$ cat config.mk
export PLATFORM = sky130hd
export DESIGN_NAME = delay_probe_rx_flat
export DESIGN_NICKNAME = d
export VERILOG_FILES = /design/src/rtl/delay_probe_rx_pkg.sv /design/src/rtl/delay_probe_rx_if.sv /design/src/rtl/delay_probe_rx_stats.sv /design/src/rtl/delay_probe_rx.sv /design/src/flat_wrapper.sv
export SDC_FILE = /design/constraint.sdc
export NUM_CORES = 1
export LEC_CHECK = 0
export ABC_AREA = 1
export BUFFER_PORTS_ARGS = -buffer_cell sky130_fd_sc_hd__buf_2
export CAP_MARGIN = 30
export CORE_ASPECT_RATIO = 1.75
export CORE_UTILIZATION = 40
export CTS_BUF_LIST = sky130_fd_sc_hd__clkbuf_2 sky130_fd_sc_hd__clkbuf_4 sky130_fd_sc_hd__clkbuf_8
export CTS_CLUSTER_DIAMETER = 200
export DETAILED_ROUTE_END_ITERATION = 6
export SLEW_MARGIN = 25
export SYNTH_ARGS = -nofsm -noshare
export SYNTH_HDL_FRONTEND = slang
export SYNTH_SLANG_ARGS = --single-unit
$ cat constraint.sdc
create_clock -name rx_clk -period 3.3 [get_ports rx_clk]
set_input_delay 0.33 -clock rx_clk [delete_from_list [all_inputs] [get_ports rx_clk]]
set_output_delay 0.33 -clock rx_clk [all_outputs]
set_load 0.02 [all_outputs]
$ cat src/rtl/delay_probe_rx_pkg.sv
// Shared constants and FSM encoding for the latency-probe receiver.
// Field offsets are byte positions from the first byte of the frame.
package delay_probe_rx_pkg;

   localparam logic [15:0] PROBE_ETYPE_DEF = 16'h88B5;
   localparam int unsigned OFS_ETYPE       = 12;
   localparam int unsigned OFS_SEQ         = 14;
   localparam int unsigned OFS_TS          = 18;
   localparam int unsigned SEQ_BYTES       = 4;
   localparam int unsigned BCNT_W          = 11;

   typedef enum logic [2:0] {
      StIdle,
      StHdr,
      StSeq,
      StTsf,
      StBody,
      StDrop,
      StWait
   } state_e;

endpackage

$ cat src/rtl/delay_probe_rx_if.sv
// MAC RX client interface: byte stream and frame status from the MAC,
// static receive configuration back to the MAC.
interface delay_probe_rx_if;

   logic [7:0] mac_rx_data;
   logic       mac_rx_dvld;
   logic       mac_rx_goodframe;
   logic       mac_rx_badframe;
   logic       conf_rx_en;
   logic       conf_rx_jumbo_en;
   logic       conf_rx_no_chk_crc;

   modport master (
      output mac_rx_data, mac_rx_dvld, mac_rx_goodframe, mac_rx_badframe,
      input  conf_rx_en, conf_rx_jumbo_en, conf_rx_no_chk_crc
   );

   modport slave (
      input  mac_rx_data, mac_rx_dvld, mac_rx_goodframe, mac_rx_badframe,
      output conf_rx_en, conf_rx_jumbo_en, conf_rx_no_chk_crc
   );

endinterface

$ cat src/rtl/delay_probe_rx_stats.sv
// Running delay statistics: min/max delay, good-probe count and sequence-gap count.
// A clear in the same cycle as a commit leaves everything in the cleared state.
module delay_probe_rx_stats #(
   parameter int unsigned TS_W = 32
) (
   input  logic            rx_clk,
   input  logic            reset_n,
   input  logic            i_commit,
   input  logic            i_clear,
   input  logic [TS_W-1:0] i_delay,
   input  logic [31:0]     i_seq,
   output logic [TS_W-1:0] o_delay_min,
   output logic [TS_W-1:0] o_delay_max,
   output logic [31:0]     o_probe_cnt,
   output logic [31:0]     o_gap_cnt
);

   logic [TS_W-1:0] r_min;
   logic [TS_W-1:0] r_max;
   logic [31:0]     r_probe_cnt;
   logic [31:0]     r_gap_cnt;
   logic [31:0]     r_last_seq;
   logic            r_first;

   always_ff @(posedge rx_clk or negedge reset_n) begin
      if (!reset_n) begin
         r_min       <= '1;
         r_max       <= '0;
         r_probe_cnt <= '0;
         r_gap_cnt   <= '0;
         r_last_seq  <= '0;
         r_first     <= 1'b1;
      end else if (i_clear) begin
         r_min       <= '1;
         r_max       <= '0;
         r_probe_cnt <= '0;
         r_gap_cnt   <= '0;
         r_first     <= 1'b1;
      end else if (i_commit) begin
         if (i_delay < r_min) r_min <= i_delay;
         if (i_delay > r_max) r_max <= i_delay;
         r_probe_cnt <= r_probe_cnt + 32'd1;
         if (!r_first && (i_seq != r_last_seq + 32'd1)) r_gap_cnt <= r_gap_cnt + 32'd1;
         r_first    <= 1'b0;
         r_last_seq <= i_seq;
      end
   end

   assign o_delay_min = r_min;
   assign o_delay_max = r_max;
   assign o_probe_cnt = r_probe_cnt;
   assign o_gap_cnt   = r_gap_cnt;

endmodule

$ cat src/rtl/delay_probe_rx.sv
// Receive endpoint for looped-back latency probes: parses frames from the MAC RX client,
// timestamps arrival and publishes one-way delay plus loss/error statistics.
module delay_probe_rx
   import delay_probe_rx_pkg::*;
#(
   parameter int unsigned TS_W        = 32,
   parameter logic [15:0] PROBE_ETYPE = PROBE_ETYPE_DEF,
   parameter int unsigned STAT_TMO    = 16
) (
   input  logic             rx_clk,
   input  logic             reset_n,
   delay_probe_rx_if.slave  mac,
   input  logic [TS_W-1:0]  i_timer_now,
   input  logic             i_clear_stats,
   output logic             o_meas_valid,
   output logic [31:0]      o_meas_seq,
   output logic [TS_W-1:0]  o_meas_delay,
   output logic [TS_W-1:0]  o_delay_min,
   output logic [TS_W-1:0]  o_delay_max,
   output logic [31:0]      o_probe_cnt,
   output logic [31:0]      o_bad_cnt,
   output logic [31:0]      o_other_cnt,
   output logic [31:0]      o_gap_cnt
);

   localparam int unsigned       TsBytes    = TS_W / 8;
   localparam logic [BCNT_W-1:0] IdxEtHi    = BCNT_W'(OFS_ETYPE);
   localparam logic [BCNT_W-1:0] IdxEtLo    = BCNT_W'(OFS_ETYPE + 1);
   localparam logic [BCNT_W-1:0] IdxSeqLast = BCNT_W'(OFS_SEQ + SEQ_BYTES - 1);
   localparam logic [BCNT_W-1:0] IdxTsLast  = BCNT_W'(OFS_TS + TsBytes - 1);
   localparam logic [BCNT_W-1:0] CntMax     = '1;

   state_e            r_state, w_state_nxt;
   logic              r_dvld;
   logic [BCNT_W-1:0] r_cnt, w_idx;
   logic [7:0]        r_et_hi;
   logic [31:0]       r_seq;
   logic [TS_W-1:0]   r_ts, r_arr;
   logic [15:0]       r_tmo, w_tmr;
   logic              r_probe;
   logic              r_meas_valid;
   logic [31:0]       r_meas_seq, r_bad_cnt, r_other_cnt;
   logic [TS_W-1:0]   r_meas_delay;
   logic              w_sof, w_eof, w_wait, w_probe_fr, w_tmo, w_restart;
   logic              w_commit, w_bad_inc, w_other_inc;
   logic [TS_W-1:0]   w_delay;

   assign mac.conf_rx_en         = 1'b1;
   assign mac.conf_rx_jumbo_en   = 1'b0;
   assign mac.conf_rx_no_chk_crc = 1'b0;

   // The eof cycle (first dvld-low cycle) already counts as status wait, timer = 1.
   always_comb begin
      w_sof       = mac.mac_rx_dvld & ~r_dvld;
      w_idx       = w_sof ? '0 : r_cnt;
      w_eof       = (r_state inside {StHdr, StSeq, StTsf, StBody, StDrop}) & ~mac.mac_rx_dvld;
      w_wait      = (r_state == StWait) | w_eof;
      w_probe_fr  = (r_state == StWait) ? r_probe : (r_state == StBody);
      w_tmr       = (r_state == StWait) ? r_tmo : 16'd1;
      w_tmo       = (w_tmr >= 16'(STAT_TMO));
      w_restart   = (r_state == StWait) & w_sof;
      w_delay     = r_arr - r_ts;
      w_commit    = 1'b0;
      w_bad_inc   = 1'b0;
      w_other_inc = 1'b0;
      w_state_nxt = r_state;
      if (w_wait) begin
         if (mac.mac_rx_badframe) w_bad_inc = 1'b1;
         else if (mac.mac_rx_goodframe) begin
            w_commit    = w_probe_fr;
            w_other_inc = ~w_probe_fr;
         end else if (w_tmo || w_restart) w_bad_inc = 1'b1;

         if (w_restart) w_state_nxt = StHdr;
         else if (mac.mac_rx_badframe || mac.mac_rx_goodframe || w_tmo) w_state_nxt = StIdle;
         else w_state_nxt = StWait;
      end else if (mac.mac_rx_dvld) begin
         case (r_state)
            StIdle: if (w_sof) w_state_nxt = StHdr;
            StHdr:  if (w_idx == IdxEtLo) begin
                       w_state_nxt = ({r_et_hi, mac.mac_rx_data} == PROBE_ETYPE) ? StSeq : StDrop;
                    end
            StSeq:  if (w_idx == IdxSeqLast) w_state_nxt = StTsf;
            StTsf:  if (w_idx == IdxTsLast) w_state_nxt = StBody;
            default: ;
         endcase
      end
   end

   always_ff @(posedge rx_clk or negedge reset_n) begin
      if (!reset_n) begin
         r_state <= StIdle;
      end else begin
         r_state <= w_state_nxt;
      end
   end

   // r_dvld resets high so a frame already in flight at reset release is never parsed.
   always_ff @(posedge rx_clk or negedge reset_n) begin
      if (!reset_n) begin
         r_dvld  <= 1'b1;
         r_cnt   <= '0;
         r_et_hi <= '0;
         r_seq   <= '0;
         r_ts    <= '0;
         r_arr   <= '0;
         r_tmo   <= '0;
         r_probe <= 1'b0;
      end else begin
         r_dvld <= mac.mac_rx_dvld;
         if (mac.mac_rx_dvld) r_cnt <= (w_idx == CntMax) ? CntMax : w_idx + 1'b1;
         if (mac.mac_rx_dvld && r_state == StHdr && w_idx == IdxEtHi) r_et_hi <= mac.mac_rx_data;
         if (mac.mac_rx_dvld && r_state == StSeq) r_seq <= {r_seq[23:0], mac.mac_rx_data};
         if (mac.mac_rx_dvld && r_state == StTsf) r_ts <= {r_ts[TS_W-9:0], mac.mac_rx_data};
         if (w_sof) r_arr <= i_timer_now;
         if (w_wait) r_tmo <= w_tmr + 16'd1;
         if (w_eof) r_probe <= (r_state == StBody);
      end
   end

   always_ff @(posedge rx_clk or negedge reset_n) begin
      if (!reset_n) begin
         r_meas_valid <= 1'b0;
         r_meas_seq   <= '0;
         r_meas_delay <= '0;
         r_bad_cnt    <= '0;
         r_other_cnt  <= '0;
      end else begin
         r_meas_valid <= w_commit;
         if (w_commit) begin
            r_meas_seq   <= r_seq;
            r_meas_delay <= w_delay;
         end
         if (i_clear_stats) begin
            r_bad_cnt   <= '0;
            r_other_cnt <= '0;
         end else begin
            if (w_bad_inc) r_bad_cnt <= r_bad_cnt + 32'd1;
            if (w_other_inc) r_other_cnt <= r_other_cnt + 32'd1;
         end
      end
   end

   delay_probe_rx_stats #(
      .TS_W (TS_W)
   ) u_stats (
      .rx_clk      (rx_clk),
      .reset_n     (reset_n),
      .i_commit    (w_commit),
      .i_clear     (i_clear_stats),
      .i_delay     (w_delay),
      .i_seq       (r_seq),
      .o_delay_min (o_delay_min),
      .o_delay_max (o_delay_max),
      .o_probe_cnt (o_probe_cnt),
      .o_gap_cnt   (o_gap_cnt)
   );

   assign o_meas_valid = r_meas_valid;
   assign o_meas_seq   = r_meas_seq;
   assign o_meas_delay = r_meas_delay;
   assign o_bad_cnt    = r_bad_cnt;
   assign o_other_cnt  = r_other_cnt;

endmodule

$ cat src/flat_wrapper.sv
// flat-port wrapper written by rule: the top's interface ports become plain ports
module delay_probe_rx_flat import delay_probe_rx_pkg::*;
#(
   parameter int unsigned TS_W        = 32,
   parameter logic [15:0] PROBE_ETYPE = PROBE_ETYPE_DEF,
   parameter int unsigned STAT_TMO    = 16
)
  (rx_clk, reset_n, i_timer_now, i_clear_stats, o_meas_valid, o_meas_seq, o_meas_delay, o_delay_min, o_delay_max, o_probe_cnt, o_bad_cnt, o_other_cnt, o_gap_cnt, mac_mac_rx_data, mac_mac_rx_dvld, mac_mac_rx_goodframe, mac_mac_rx_badframe, mac_conf_rx_en, mac_conf_rx_jumbo_en, mac_conf_rx_no_chk_crc);
  delay_probe_rx_if mac_i ();
  input  logic rx_clk;
  input  logic reset_n;
  input  logic [TS_W-1:0] i_timer_now;
  input  logic i_clear_stats;
  output logic o_meas_valid;
  output logic [31:0] o_meas_seq;
  output logic [TS_W-1:0] o_meas_delay;
  output logic [TS_W-1:0] o_delay_min;
  output logic [TS_W-1:0] o_delay_max;
  output logic [31:0] o_probe_cnt;
  output logic [31:0] o_bad_cnt;
  output logic [31:0] o_other_cnt;
  output logic [31:0] o_gap_cnt;
  input wire logic [$bits(mac_i.mac_rx_data)-1:0] mac_mac_rx_data;
  input wire logic [$bits(mac_i.mac_rx_dvld)-1:0] mac_mac_rx_dvld;
  input wire logic [$bits(mac_i.mac_rx_goodframe)-1:0] mac_mac_rx_goodframe;
  input wire logic [$bits(mac_i.mac_rx_badframe)-1:0] mac_mac_rx_badframe;
  output wire logic [$bits(mac_i.conf_rx_en)-1:0] mac_conf_rx_en;
  output wire logic [$bits(mac_i.conf_rx_jumbo_en)-1:0] mac_conf_rx_jumbo_en;
  output wire logic [$bits(mac_i.conf_rx_no_chk_crc)-1:0] mac_conf_rx_no_chk_crc;
  assign mac_i.mac_rx_data = mac_mac_rx_data;
  assign mac_i.mac_rx_dvld = mac_mac_rx_dvld;
  assign mac_i.mac_rx_goodframe = mac_mac_rx_goodframe;
  assign mac_i.mac_rx_badframe = mac_mac_rx_badframe;
  assign mac_conf_rx_en = mac_i.conf_rx_en;
  assign mac_conf_rx_jumbo_en = mac_i.conf_rx_jumbo_en;
  assign mac_conf_rx_no_chk_crc = mac_i.conf_rx_no_chk_crc;
  delay_probe_rx #(.TS_W(TS_W), .PROBE_ETYPE(PROBE_ETYPE), .STAT_TMO(STAT_TMO)) u_core (.rx_clk(rx_clk), .reset_n(reset_n), .mac(mac_i), .i_timer_now(i_timer_now), .i_clear_stats(i_clear_stats), .o_meas_valid(o_meas_valid), .o_meas_seq(o_meas_seq), .o_meas_delay(o_meas_delay), .o_delay_min(o_delay_min), .o_delay_max(o_delay_max), .o_probe_cnt(o_probe_cnt), .o_bad_cnt(o_bad_cnt), .o_other_cnt(o_other_cnt), .o_gap_cnt(o_gap_cnt));
endmodule
; Yosys cells after proc, flatten, opt, wreduce, memory -nomap -nowiden
; Index checks and enable logic that the tools add are counted.
[totals]
register_bits = 426
latchBits = 0
ramBits = 0
mem_bits_ro = 0
in_bits = 46
output_inout_bits = 260
word_cells = 121
n_memories = 0
[op_classes]
add_sub_neg = 8
n_mul = 0
div_mod_pow = 0
n_lt_le_gt_ge = 3
eq_ne = 17
shifts = 0
mux = 41
bitwise = 8
reduce_logical = 24
[ops]
columns = cell, count
row1 = 2-to-1 mux 32 bit, 15
row2 = adder 32 x 1 -> 32 bit (second input constant), 5
row3 = greater-than comparator 32 bit, 1
row4 = < comparator 32 bit, 1
row5 = != test 32 bit, 1
row6 = subtractor 32 bit, 1
row7 = 2-to-1 mux 3 bit, 9
row8 = == test 11 x 4 -> 1 bit (second input constant), 2
row9 = == test 11 x 5 -> 1 bit (second input constant), 2
row10 = 2-to-1 mux 11 bit, 2
row11 = adder 16 x 1 -> 16 bit (second input constant), 1
row12 = == test 16 bit (second input constant), 1
row13 = greater-or-equal comparator 16 x 5 -> 1 bit (second input constant), 1
row14 = 2-to-1 mux 16 bit, 1
row15 = nonzero test 2 bit, 7
row16 = 2-to-1 mux 1 bit, 13
row17 = case mux 3 bit (4 select lines), 1
row18 = adder 11 x 1 -> 11 bit (second input constant), 1
row19 = == test 11 bit (second input constant), 1
row20 = nonzero test 5 bit, 2
row21 = == test 3 bit (second input constant), 3
row22 = AND reduction 2 bit, 4
row23 = == test 3 x 2 -> 1 bit (second input constant), 2
row24 = != test 3 x 1 -> 1 bit (second input constant), 2
row25 = 10 further kinds, 22

; Logic depth before layout (Yosys ltp)
[depth]
depth_word = 10
ltp_mapped = 27
ltp_nobuf = 26

; Hierarchy
; From an unflattened synthesis, not the netlist that was laid out.
[hier_totals]
cells_unflattened = 3689
area_unflattened_um2 = 26449.1
[modules_own_cells]
columns = module, instances, cells_each, area_per_inst_um2, seq_area_each_um2
row1 = delay_probe_rx, 1, 2154, 15139.5, 6632.6
row2 = delay_probe_rx_stats, 1, 1535, 11309.6, 4070.2

; Worst setup path before layout
; Ideal clock, no wire load.
[synth_path]
kind = register to register
startpoint = register u_core.r_ts[0]
endpoint = register u_core.u_stats.r_max[16], in the netlist u_core.u_stats.o_delay_max[16]
setup_ns = 0.066
arrival_time_ns = 3.586
required_ns = 3.234
setup_slack_ns = -0.352
path_stages_with_launch = 22
n_path_buf = 1
period_less_slack_ns = 3.652
cell_sequence = dfrtp_1 > ha_1 > fa_1 > nand3b_1 > nand2_1 > a21oi_1 > o21ai_0 > nand2_1 > nand2_1 > nand3_1 > nand3_1 > nand2_1 > ha_1 > inv_1 > nor3_1 > inv_1 > nor4b_1 > nand2_1 > a21oi_2 > buf_2 > nand3_1 > nand2_1
[synth_between]
elab_chain_cells = 4
word_cells_on_any_way = 7
classes_between = 1 x add/sub / 1 x order compare / 3 x mux / 2 x reduce/logical
[synth_rtl]
columns = element, line
row1 = start: declaration, delay_probe_rx.sv:38  ; logic [TS_W-1:0] r_ts, r_arr;
row2 = start signal: assignment, delay_probe_rx.sv:114  ; if (mac.mac_rx_dvld && r_state == StTsf) r_ts <= {r_ts[TS_W-9:0], mac.mac_rx_data};
row3 = subtractor 32 bit, delay_probe_rx.sv:62  ; w_delay = r_arr - r_ts;
row4 = via u_core.u_stats.i_delay[20], delay_probe_rx_stats.sv:10  ; input logic [TS_W-1:0] i_delay,
row5 = greater-than comparator 32 bit, delay_probe_rx_stats.sv:41  ; if (i_delay > r_max) r_max <= i_delay;
row6 = nonzero test 2 bit (no line), n/a
row7 = AND reduction 2 bit (no line), n/a
row8 = end signal: assignment, delay_probe_rx_stats.sv:41
row9 = end: declaration, delay_probe_rx_stats.sv:19  ; logic [TS_W-1:0] r_max;
; The timed path passes the listed nets, and every way through them passes these cells. The select of a mux whose other input is x is not followed.
; A chain may end at the register's enable or synchronous reset.

; Final worst setup path
[layout_path]
startpoint = register u_core.r_ts[0]
endpoint = register u_core.u_stats.r_min[16], in the netlist u_core.u_stats.o_delay_min[16]
[layout_between]
elab_chain_cells = 4
word_cells_on_any_way = 7
classes_between = 1 x add/sub / 1 x order compare / 3 x mux / 2 x reduce/logical
[layout_rtl]
columns = element, line
row1 = subtractor 32 bit, delay_probe_rx.sv:62
row2 = via u_core.u_stats.i_delay[26], delay_probe_rx_stats.sv:10
row3 = < comparator 32 bit, delay_probe_rx_stats.sv:40  ; if (i_delay < r_min) r_min <= i_delay;
row4 = nonzero test 2 bit (no line), n/a
row5 = AND reduction 2 bit (no line), n/a
row6 = end signal: assignment, delay_probe_rx_stats.sv:40
row7 = end: declaration, delay_probe_rx_stats.sv:18  ; logic [TS_W-1:0] r_min;
; The timed path passes the listed nets, and every way through them passes these cells. The select of a mux whose other input is x is not followed.

==> impl_results.md <==
- Area post-placement: 29020 um2
- Clock Tree Buf Depth: 3
- Layout cells sized above 1: 24.01%
- Post-synthesis simple-gate area fraction: 29.10%
- Reg2Reg Capture Point: u_core.u_stats.o_delay_min[16]
- CTS buffer count: 70
- Pwr per Cell Area: 690.7 nW/um2
- Post-synth EDFFs: 0
- Final wirelength: 88100 um
- Leak pwr: 15.66 nW
- Syn avg cell area: 7.500 um2
- # H-tree levels: 3
- Reg area: 10700 um2
- WP buf/inv: 3
- Multi-input gate area: 13350 um2
- Mux cell area share after synthesis: 0%
- Area leader, netlist: dfrtp_1
- Adder-cell area share of the yosys netlist: 5.228%
- Synthesized flop and latch total: 426
- Final hold slack: 0.07603 ns
- Worst setup slack after layout: -0.3266 ns
- Area grow syn2layout: 28.92%
- Crit Reg-Reg Startpoint: u_core.r_ts[0]
- First-pass GRT wire length: 135100 um
- Crit Path Class: reg -> reg
- Starting DRT DRC Count: 1325
- Ys Warns: 0
- Cells after DPL: 4561
- Clk Latency, worst-skew pair: 0.68 ns
- Mapped Area: 25040 um2
- Final Hold Vio Count: 0
- CP required: 3.89 ns
- CP dominant cell by count: o21ai_1
- Final setup fails: 64
- Top cell family by delay on the critical path: simple AND/OR/NAND/NOR gates
- CTS tree: built
- Ports: 306
- Starting Density: 40.33%
- Fillers: 6081
- Row count: 121
- Compound-Gate Fraction of Synth Area: 9.926%
- Largest net degree at the start of global routing: 103
- Top_reg_cell synth: dfrtp_1
- Clk slew on worst S/H paths: 0.06 ns
- CP peak stage delay: 0.41 ns
- Slowest CP cell: dfrtp_1
- Worst min-delay path startpoint: mac_mac_rx_data[0]
- Top post-synthesis cells by count: nand2_1, inv_1, dfrtp_1
- Synthesized instance count: 3338
- Slew headroom: 47.18%
- GRT overflow: 0
- Register area share after synthesis: 42.75%
- RSZ-0062 raised after global routing: true
- Final min period: 3.627 ns
- NumNets Final: 4058
- Full die area: 63630 um2
- Peak fanout along the critical path: 7
- Non-Filler Instances: 4758
- Top cells by area, synth: dfrtp_1, nand2_1, inv_1
- Initial antenna violation count: 3
- DR vias/cell: 5.177
- Worst-margin pin slew: 0.7923 ns
- Worst Skew: 0.03210 ns
- Die Wd: 191.1 um
- Post-synthesis xor/xnor area fraction: 4.723%
- Die height: 333.0 um
- Worst-case reg-to-reg path depth: 22
- Netlist cell types: 55
- Final RePlAce weighted congestion: 0.9670
- DP Wirelength: 65790 um
- Routed length per placed instance: 18.52 um
- Final non-filler cell area: 32280 um2
- Core area: 62070 um2
- Post-route ant nets: 0
- Vias: 24630
- Setup crit start kind: flip-flop
- PortBufs: 302
- Slew Limit Fails: 0
- WHS Path Cells: 3
- Crit path cell chain: ha_4, fa_2, nand3b_1, nand2_2, a21oi_4, o21ai_2, buf_4, nand3_1, nand3_2, xor2_2, buf_4, ha_4, nand2_2, o21ai_1, a21oi_1, nand2_1, nor2_2, nand2_4, nand2_8, buf_6, o21ai_1, o21ai_1
- Failing checks: setup timing
- Setup TNS: -17.29 ns
- Drc violations: 0
- Vias in the first global route: 24370
- Status: finished with violations
- Largest family of logic cells by synthesized area: simple AND/OR/NAND/NOR gates
- Clock net sink count: 426
- Reg2Reg Setup Slack: -0.33 ns
- Max Cap Viol: 0
- Post-synth top area share: 39.18%
- Fmax: 0.2757 GHz
- Synth async-reset ratio: 100.0%
- Count leader, synth: nand2_1
- Worst Hold End: u_core.r_et_hi[0]
- CTS root buffer: clkbuf_8
- Pre-antenna DRT Iters: 6
- Max VDD drop: 531.4 uV
- Gr usage total: 27.56%
- Post-place setup slack: -0.7015 ns
- Final Cycle Share: 109.9%
- Critical Path End Type: flip-flop
- Critical Path AT: 4.22 ns
- Hold/Removal Path Class: in -> reg
==> metal layers <==
metal / GRT usage, % / vias up / wire [um]
li1: - / 12000 / -
met2: 51.24 / 684 / 46760
met3: 4.601 / 225 / 4162
met1: 28.76 / 11720 / 32090
met4: 15.35 / 2 / 5079
met5: 0 / - / 11
==> how the worst max path moves through the flow <==
| stage | from | to | slack (ns) | cells after the start |
|---|---|---|---|---|
| finish | u_core.r_ts[0] | u_core.u_stats.o_delay_min[16] | -0.33 | 22 |
| global route | u_core.r_ts[0] | u_core.u_stats.o_delay_min[29] | -0.55 | 22 |
| CTS | u_core.r_ts[18] | u_core.u_stats.o_delay_min[29] | -0.26 | 22 |
| detailed placement | u_core.r_arr[14] | u_core.u_stats.o_delay_max[29] | -0.70 | 21 |
| global placement | u_core.r_arr[3] | u_core.u_stats.o_delay_max[13] | -0.65 | 20 |
| floorplan | u_core.r_ts[0] | u_core.u_stats.o_delay_max[16] | 0.01 | 21 |
==> area by class of cell <==
| type | instances | share of cell area (%) |
|---|---|---|
| Antenna cell | 2 | 0.01551 |
| Clock buffer | 112 | 4.311 |
| Clock inverter | 9 | 0.2171 |
| Inverter | 416 | 4.865 |
| Multi-Input combinational cell | 2386 | 41.35 |
| Sequential cell | 426 | 33.16 |
| Tap cell | 799 | 3.097 |
| Timing Repair Buffer | 608 | 12.98 |
==> cells in the final DEF (no fill, tap or decap), types with 7 or more instances in the layout <==
master	count
nor2_4	10
a21oi_2	15
nand2_1	906
nand4_1	86
buf_12	8
inv_2	22
xor2_1	95
nand2_2	36
nor3_2	11
buf_6	21
nor4_1	27
nand2_4	12
a21oi_1	68
dfrtp_1	392
nor2_1	228
buf_2	300
nand3_2	24
o21ai_1	36
nor2_2	19
nand3_1	200
a22oi_1	7
o21ai_0	243
inv_1	391
dlygate4sd3_1	36
ha_4	29
clkbuf_8	88
clkbuf_4	24
o31ai_1	26
xnor2_1	33
a31oi_1	14
dfstp_2	34
nor3_1	99
ha_1	74
buf_4	236
==> cells by family (layout without fill, tap and decap cells) <==
kind of cell,after synthesis,after routing
buffers and inverters,528,1145
DFF,426,426
xor gates and xnor gates,135,135
other,2,5
AOI/OAI and AO/OA,456,457
adders and majority gates,104,104
and+or+nand+nor,1687,1687
==> per-stage QoR <==
step	power [W]	utilization, %
final	0.02229	52.00
after detailed placement	0.01609	46.75
after global placement	0.01601	46.70
after CTS	0.02168	50.66
after global routing	0.02369	52.00
after floorplan	0.01145	-
==> report_power, final <==
| part | internal (W) | switching, W | total, W |
|---|---|---|---|
| clock network | 0.00268 | 0.00230 | 0.00498 |
| logic | 0.00449 | 0.00609 | 0.0106 |
| registers | 0.00607 | 0.000656 | 0.00673 |
| total | 0.0132 | 0.00905 | 0.0223 |
==> registers in the layout, indices dropped and copies added (netlist names), 32 cells and up <==
register	cells
u_core.u_stats.o_delay_min	32
u_core.r_seq	32
u_core.r_ts	32
u_core.o_other_cnt	32
u_core.o_bad_cnt	32
u_core.r_arr	32
u_core.u_stats.o_delay_max	32
u_core.u_stats.o_gap_cnt	32
u_core.o_meas_delay	32
u_core.u_stats.o_probe_cnt	32
u_core.u_stats.r_last_seq	32
u_core.o_meas_seq	32
==> repair_timing <==
item                                   in CTS  in global routing
setup endpoints to repair                  64                 64
setup buffers                              18                 17
resized for setup                          98                161
hold buffers                               36                  0
gates cloned                                4                  2
endpoints found under the hold margin     100                  0
pin swaps                                  29                 77
==> tightest hold or removal path, stage by stage <==
cell     delay (ns)
buf_2          0.11
inv_1          0.10
o21ai_0        0.17
No activity file was read; power rests on OpenSTA's default activity.
